[src/rtl/uart_pkt_tx_if.sv]
// Source-side bundle of uart_pkt_tx: message FIFO heads in, pops and tx line out.
`timescale 1ns/1ps
interface uart_pkt_tx_if #(
    parameter int N_SRC = 8
);
    logic [N_SRC-1:0]   have_msg;
    logic [8*N_SRC-1:0] msg_len;
    logic [8*N_SRC-1:0] rd_data;
    logic [N_SRC-1:0]   rd_en;
    logic               tx;
    logic               busy;
    logic               sent;

    modport master (
        output have_msg, msg_len, rd_data,
        input  rd_en, tx, busy, sent
    );

    modport slave (
        input  have_msg, msg_len, rd_data,
        output rd_en, tx, busy, sent
    );
endinterface

[src/rtl/uart_pkt_tx.sv]
// Round-robin packet framer + UART serializer (PREFIX, addr, len, payload, crc).
// Define UART_PKT_TX_CRC_EN for a CRC-8 (poly 0x07) trailer, else 8'hFF.
`timescale 1ns/1ps
module uart_pkt_tx #(
    parameter int         CLK_FREQ  = 48000000,
    parameter int         BAUD      = 115200,
    parameter int         N_SRC     = 8,
    parameter logic [7:0] ADDR_BASE = 8'h10,
    parameter logic [7:0] PREFIX    = 8'hDD
) (
    input  logic         clk,
    input  logic         rst,
    uart_pkt_tx_if.slave bus
);
    localparam int DIV = (CLK_FREQ + BAUD / 2) / BAUD;
    localparam int DW  = $clog2(DIV + 1);
    localparam int IW  = (N_SRC > 1) ? $clog2(N_SRC) : 1;

    typedef enum logic [2:0] {
        ST_IDLE,
        ST_GRANT,
        ST_PREFIX,
        ST_ADDR,
        ST_LEN,
        ST_PAYLOAD,
        ST_CRC
    } state_t;

    state_t        state_q, state_d;
    logic [IW-1:0] idx_q, idx_d;
    logic [IW-1:0] rr_q, rr_d;
    logic [7:0]    len_q, len_d;
    logic [7:0]    cnt_q, cnt_d;
    logic [9:0]    shift_q, shift_d;
    logic [3:0]    bit_q, bit_d;
    logic [DW-1:0] div_q, div_d;
    logic          act_q, act_d;

    logic             win_found;
    logic [IW-1:0]    win_idx;
    logic             tick;
    logic             byte_done;
    logic             load;
    logic [7:0]       load_byte;
    logic [7:0]       rd_byte;
    logic [7:0]       crc_byte;
    logic [N_SRC-1:0] rd_en_c;
    logic             sent_c;

    // First pending source strictly after rr, wrapping.
    always_comb begin
        win_found = 1'b0;
        win_idx   = '0;
        for (int k = 1; k <= N_SRC; k++) begin
            if (!win_found && bus.have_msg[(int'(rr_q) + k) % N_SRC]) begin
                win_found = 1'b1;
                win_idx   = IW'((int'(rr_q) + k) % N_SRC);
            end
        end
    end

    assign tick      = act_q && (div_q == DW'(DIV - 1));
    assign byte_done = tick && (bit_q == 4'd9);
    assign rd_byte   = bus.rd_data[8*int'(idx_q) +: 8];

    always_comb begin
        state_d   = state_q;
        idx_d     = idx_q;
        rr_d      = rr_q;
        len_d     = len_q;
        cnt_d     = cnt_q;
        shift_d   = shift_q;
        bit_d     = bit_q;
        div_d     = div_q;
        act_d     = act_q;
        load      = 1'b0;
        load_byte = 8'h00;
        rd_en_c   = '0;
        sent_c    = 1'b0;

        if (act_q) begin
            if (tick) begin
                div_d = '0;
                if (bit_q != 4'd9) begin
                    bit_d   = bit_q + 4'd1;
                    shift_d = {1'b1, shift_q[9:1]};
                end
            end else begin
                div_d = div_q + DW'(1);
            end
        end

        unique case (state_q)
            ST_IDLE: begin
                if (win_found) begin
                    idx_d   = win_idx;
                    len_d   = bus.msg_len[8*int'(win_idx) +: 8];
                    state_d = ST_GRANT;
                end
            end
            ST_GRANT: begin
                load      = 1'b1;
                load_byte = PREFIX;
                state_d   = ST_PREFIX;
            end
            ST_PREFIX: begin
                if (byte_done) begin
                    load      = 1'b1;
                    load_byte = ADDR_BASE + 8'(idx_q);
                    state_d   = ST_ADDR;
                end
            end
            ST_ADDR: begin
                if (byte_done) begin
                    load      = 1'b1;
                    load_byte = len_q;
                    state_d   = ST_LEN;
                end
            end
            ST_LEN: begin
                if (byte_done) begin
                    load = 1'b1;
                    if (len_q == 8'd0) begin
                        load_byte = crc_byte;
                        state_d   = ST_CRC;
                    end else begin
                        load_byte      = rd_byte;
                        rd_en_c[idx_q] = 1'b1;
                        cnt_d          = 8'd0;
                        state_d        = ST_PAYLOAD;
                    end
                end
            end
            ST_PAYLOAD: begin
                if (byte_done) begin
                    load = 1'b1;
                    if (cnt_q == len_q - 8'd1) begin
                        load_byte = crc_byte;
                        state_d   = ST_CRC;
                    end else begin
                        load_byte      = rd_byte;
                        rd_en_c[idx_q] = 1'b1;
                        cnt_d          = cnt_q + 8'd1;
                    end
                end
            end
            ST_CRC: begin
                if (byte_done) begin
                    sent_c  = 1'b1;
                    act_d   = 1'b0;
                    rr_d    = idx_q;
                    state_d = ST_IDLE;
                end
            end
            default: state_d = ST_IDLE;
        endcase

        // Next byte starts the cycle after the previous stop bit: no gap.
        if (load) begin
            shift_d = {1'b1, load_byte, 1'b0};
            bit_d   = 4'd0;
            div_d   = '0;
            act_d   = 1'b1;
        end
    end

    always_ff @(posedge clk or posedge rst) begin
        if (rst) begin
            state_q <= ST_IDLE;
            idx_q   <= '0;
            rr_q    <= IW'(N_SRC - 1);
            len_q   <= 8'd0;
            cnt_q   <= 8'd0;
            shift_q <= '1;
            bit_q   <= 4'd0;
            div_q   <= '0;
            act_q   <= 1'b0;
        end else begin
            state_q <= state_d;
            idx_q   <= idx_d;
            rr_q    <= rr_d;
            len_q   <= len_d;
            cnt_q   <= cnt_d;
            shift_q <= shift_d;
            bit_q   <= bit_d;
            div_q   <= div_d;
            act_q   <= act_d;
        end
    end

`ifdef UART_PKT_TX_CRC_EN
    logic [7:0] crc_q, crc_d;

    function automatic logic [7:0] crc8(input logic [7:0] c, input logic [7:0] d);
        logic [7:0] r;
        r = c ^ d;
        for (int i = 0; i < 8; i++) begin
            r = r[7] ? ((r << 1) ^ 8'h07) : (r << 1);
        end
        return r;
    endfunction

    // Covers ADDR, LEN and payload loads; PREFIX and the crc byte are excluded.
    always_comb begin
        crc_d = crc_q;
        if (state_q == ST_GRANT) begin
            crc_d = 8'h00;
        end else if (load && (state_d != ST_CRC)) begin
            crc_d = crc8(crc_q, load_byte);
        end
    end

    always_ff @(posedge clk or posedge rst) begin
        if (rst) begin
            crc_q <= 8'h00;
        end else begin
            crc_q <= crc_d;
        end
    end

    assign crc_byte = crc_q;
`else
    assign crc_byte = 8'hFF;
`endif

    assign bus.tx    = act_q ? shift_q[0] : 1'b1;
    assign bus.busy  = (state_q != ST_IDLE);
    assign bus.sent  = sent_c;
    assign bus.rd_en = rd_en_c;
endmodule
[src/flat_wrapper.sv]
// flat-port wrapper written by rule: the top's interface ports become plain ports
module uart_pkt_tx_flat 
#(
    parameter int         CLK_FREQ  = 48000000,
    parameter int         BAUD      = 115200,
    parameter int         N_SRC     = 8,
    parameter logic [7:0] ADDR_BASE = 8'h10,
    parameter logic [7:0] PREFIX    = 8'hDD
)
  (clk, rst, bus_have_msg, bus_msg_len, bus_rd_data, bus_rd_en, bus_tx, bus_busy, bus_sent);
  uart_pkt_tx_if #(.N_SRC(N_SRC)) bus_i ();
  input  logic clk;
  input  logic rst;
  input wire logic [$bits(bus_i.have_msg)-1:0] bus_have_msg;
  input wire logic [$bits(bus_i.msg_len)-1:0] bus_msg_len;
  input wire logic [$bits(bus_i.rd_data)-1:0] bus_rd_data;
  output wire logic [$bits(bus_i.rd_en)-1:0] bus_rd_en;
  output wire logic [$bits(bus_i.tx)-1:0] bus_tx;
  output wire logic [$bits(bus_i.busy)-1:0] bus_busy;
  output wire logic [$bits(bus_i.sent)-1:0] bus_sent;
  assign bus_i.have_msg = bus_have_msg;
  assign bus_i.msg_len = bus_msg_len;
  assign bus_i.rd_data = bus_rd_data;
  assign bus_rd_en = bus_i.rd_en;
  assign bus_tx = bus_i.tx;
  assign bus_busy = bus_i.busy;
  assign bus_sent = bus_i.sent;
  uart_pkt_tx #(.CLK_FREQ(CLK_FREQ), .BAUD(BAUD), .N_SRC(N_SRC), .ADDR_BASE(ADDR_BASE), .PREFIX(PREFIX)) u_core (.clk(clk), .rst(rst), .bus(bus_i));
endmodule
[config.mk]
export PLATFORM = sky130hd
export DESIGN_NAME = uart_pkt_tx_flat
export DESIGN_NICKNAME = d
export VERILOG_FILES = /design/src/rtl/uart_pkt_tx_if.sv /design/src/rtl/uart_pkt_tx.sv /design/src/flat_wrapper.sv
export SDC_FILE = /design/constraint.sdc
export NUM_CORES = 1
export LEC_CHECK = 0
export CORE_ASPECT_RATIO = 1.25
export CORE_MARGIN = 1
export CORE_UTILIZATION = 49
export CTS_CLUSTER_DIAMETER = 100
export DETAILED_ROUTE_END_ITERATION = 12
export GPL_TIMING_DRIVEN = 0
export PLACE_DENSITY_LB_ADDON = 0.15
export SLEW_MARGIN = 10
export SYNTH_ARGS = -nofsm -noshare
export SYNTH_HDL_FRONTEND = slang
export SYNTH_SLANG_ARGS = --single-unit
[constraint.sdc]
create_clock -name clk -period 4.75 [get_ports clk]
set_input_delay 0.475 -clock clk [delete_from_list [all_inputs] [get_ports clk]]
set_output_delay 0.475 -clock clk [all_outputs]
set_load 0.02 [all_outputs]
==> results.cfg, run 1 <==
[clock_network]
cts_buffers = 5
cts_hold_buf = 0
htree_num_levels = 2
clock-sinks = 48
clk_latency_ns = 0.29
clock_path_buffers = 2
clock-root-buffer = clkbuf_16
path_clk_slew_ns = 0.07
cts_tree = yes

[sta]
slew_headroom_pct = 33.4
fin_crit_ns = 4.53
fin_skew_ns = 0.00724
setup_viol = 0
rsz0062_at_grt = false
fmax_ghz = 0.221
worst_pin_slew_ns = 0.989
fin_crit_sh_pct = 95.4
fin_ws_ns = 0.218
hold_viol = 0
slew_viol_final = 0
tns_ns = 0

[finish]
fin_nets = 876
n_fill_cell = 782
area_growth_pct = 39.5
multi_input_area_um2 = 3480
drive_above_1_share_pct = 13.0
n_antenna_cell = 0
register_area_um2 = 1220

[outcome]
outcome = completed

[yosys]
synthCells = 571
synth_area_um2 = 4930
synth_edf_count = 0
yosys_warnings = 0
ys_seq_elements = 48
syn_nets = 718
avgSynthCellArea_um2 = 8.64
ys_seq_area_share_pct = 24.7
yosys_most_used_dff = dfrtp_1
synth_cell_type_count = 70
synthArstFlopShare_pct = 100

[setup_path]
path_max_fanout = 10
rr_endpoint = u_core.len_q[3]
cp-end-kind = flop
worstSetupPathType = flop to flop
critPathArrivalTime_ns = 4.69
startpoint_type = flop
reg2reg_depth = 15
r2r-start = u_core.rr_q[0]
setup.worst_path.start = u_core.rr_q[0]
reg2reg_slack_ns = 0.22
cp_data_required_time_ns = 4.90

[global_route]
antenna_found_initial = 0
grt_max_degree = 34
track_usage_pct = 30.4
overflow = 0
grt_pass1_vias = 5323
grt_pass1_wl_um = 25500

[power_and_ir_drop]
leakage_nw = 2.62
pwr-share-comb_pct = 21.7
swShare_pct = 21.7
pwr-share-clk_pct = 41.4
pwr-share-seq_pct = 36.9
p_per_area_nw_per_um2 = 161
p_switching_uw = 241
vdd_ir_drop_max_uv = 125
power.internal_uw = 867

[floorplan]
die_w_um = 91.7
fp.dieArea_um2 = 10500
start_util_pct = 50.8
boundaryPins = 149
die_h_um = 114
fp.coreArea_um2 = 9710
fp-row-count = 40

[routing]
vias = 5185
drc = 0
ant_nets = 0
viasPerCell = 6.06
wirelength_um = 15900
dr.first_iter.drc_count = 331
wl_per_cell_um = 18.6
firstDrtPassIters = 8

[placed_design]
io_buffers = 148
post-dp-hpwl_um = 12600
pre_cts_slack_ns = 0.0246
place.gp.congestion = 0.966

[run]
drv_cap = 0

[hold_path]
min_path_type = input pin to async pin
[logic make-up after synthesis]
logic type / Yosys count / synth area share (%)
DFF: 48 / 24.7
adders and majority gates: 9 / 2.28
AOI/OAI and AO/OA: 141 / 19.9
xor gates and xnor gates: 26 / 4.77
and+or+nand+nor: 192 / 19.0
muxes: 88 / 23.1
buffers and inverters: 67 / 6.19
[state kept, by name, summed over array words and instances, names as in the netlist]
name,flops
u_core.act_q,1
u_core.bit_q,4
u_core.cnt_q,8
u_core.div_q,9
u_core.idx_q,3
u_core.len_q,8
u_core.rr_q,3
u_core.shift_q,9
u_core.state_q,3
[through the flow]
stage	hold slack, ns	power (mW)	instances	util (%)	area [µm²]
6_report	0.456	1.11	856	70.8	6880
5_1_grt	0.496	1.14	856	70.8	6880
4_1_cts	0.472	1.11	854	69.9	6780
3_5_place_dp	0.464	0.651	846	67.9	6590
3_3_place_gp	0.455	0.645	845	67.7	6570
2_1_floorplan	0.448	0.508	571	-	4930
[cell usage in the layout, fill, tap and decap left out, types with 4 or more instances in the layout]
cell type / n
inv_1: 27
a21o_1: 5
mux2_2: 22
a21oi_1: 33
nand4_1: 6
o311ai_0: 8
ha_1: 9
mux2i_1: 38
xnor2_1: 11
nor3_1: 10
a211oi_1: 7
mux4_2: 17
dfrtp_1: 36
clkbuf_16: 5
o22ai_1: 7
dfstp_2: 12
and2_1: 4
o21ai_0: 19
nor3b_1: 5
nor4_1: 4
nand3_1: 13
mux2_1: 7
and3_1: 6
nand3b_1: 4
nor2b_1: 4
nor2_1: 54
xor2_1: 14
nand2b_1: 8
clkbuf_1: 26
o211ai_1: 27
nand2_1: 53
a221oi_1: 5
clkdlybuf4s50_1: 148
[area by class of cell]
class,count,share of cell area (%)
Tap cell,126,2.29
Inverter,30,1.69
Clock buffer,5,1.82
Timing Repair Buffer,151,22.0
Clock inverter,3,1.00
Sequential cell,48,17.7
Multi-Input combinational cell,456,50.6
Buffer,37,2.87
[worst max-delay path by stage]
stage                           end  slack [ns]  cells past startpoint
floorplan           u_core.len_q[1]        0.73                     15
global placement    u_core.len_q[6]        0.09                     14
detailed placement  u_core.len_q[3]        0.02                     14
CTS                 u_core.len_q[3]       0.007                     14
global route        u_core.len_q[1]        0.03                     15
finish              u_core.len_q[3]        0.22                     15
[repair_timing]
action,4_1_cts,5_1_grt
resized for setup,0,17
buffers inserted,0,2
setup endpoints to repair,0,13
[Yosys cell counts, types with 5 or more instances]
| cell | n | area, µm² |
|---|---|---|
| nand2_1 | 53 | 199 |
| inv_1 | 28 | 105 |
| mux4_2 | 17 | 383 |
| nor2_1 | 55 | 206 |
| dfstp_2 | 12 | 315 |
| mux2_1 | 7 | 78.8 |
| xor2_1 | 14 | 123 |
| a21oi_1 | 33 | 165 |
| xnor2_1 | 11 | 96.3 |
| nand4_1 | 6 | 37.5 |
| nor3_1 | 11 | 55.1 |
| dfrtp_1 | 36 | 901 |
| nor3b_1 | 5 | 37.5 |
| mux2i_1 | 40 | 400 |
| nor4_1 | 6 | 37.5 |
| mux2_2 | 22 | 248 |
| a221oi_1 | 6 | 52.6 |
| and3_1 | 6 | 37.5 |
| nand2b_1 | 8 | 50.1 |
| a21o_1 | 5 | 37.5 |
| clkbuf_1 | 28 | 105 |
| o311ai_0 | 8 | 70.1 |
| o211ai_1 | 27 | 203 |
| o21ai_0 | 19 | 95.1 |
| a211oi_1 | 7 | 52.6 |
| nand3_1 | 13 | 65.1 |
| o22ai_1 | 7 | 43.8 |
| ha_1 | 9 | 113 |
[power groups by stage]
stage	Sequential [mW]	Clock [mW]	Combinational [mW]
after floorplan	0.416	0	0.0919
after global placement	0.416	0	0.228
after detailed placement	0.416	0	0.234
after CTS	0.409	0.461	0.235
after global routing	0.409	0.477	0.255
final	0.409	0.458	0.240
[per-layer routing]
metal  up-vias  part of all wire [%]  global-route usage, %  wire [µm]
met5         -                     0                      0          0
li1       2434                     -                      -          -
met2       223                    54                   58.6       8600
met3        51                   4.9                   3.45        787
met4         0                   3.7                   12.6        588
met1      2477                    37                   33.5       5950
[worst max-delay path, stage by stage, from the launching register on]
cell and delay (ns):
dfstp_2 0.57, buf_6 0.17, clkbuf_4 0.25, clkinvlp_4 0.20, ha_1 0.41, buf_2 0.27
mux4_2 0.43, or2_2 0.35, or3_4 0.38, o22ai_4 0.22, o31a_1 0.17, buf_6 0.15
buf_8 0.16, mux2_1 0.33, o211ai_1 0.21, o211ai_1 0.13
Power figures use the tool's default switching activity.
==> inputs of run 2 (changes only) <==
--- a/config.mk
+++ b/config.mk
@@ -5,14 +5,15 @@
 export SDC_FILE = /design/constraint.sdc
 export NUM_CORES = 1
 export LEC_CHECK = 0
+export CAP_MARGIN = 20
 export CORE_ASPECT_RATIO = 1.25
 export CORE_MARGIN = 1
 export CORE_UTILIZATION = 49
 export CTS_CLUSTER_DIAMETER = 100
 export DETAILED_ROUTE_END_ITERATION = 12
 export GPL_TIMING_DRIVEN = 0
+export HOLD_SLACK_MARGIN = 0.02
 export PLACE_DENSITY_LB_ADDON = 0.15
-export SLEW_MARGIN = 10
 export SYNTH_ARGS = -nofsm -noshare
 export SYNTH_HDL_FRONTEND = slang
 export SYNTH_SLANG_ARGS = --single-unit
==> results of run 2 <==
Final layout, timing and power as in run 1 (identical DEF).
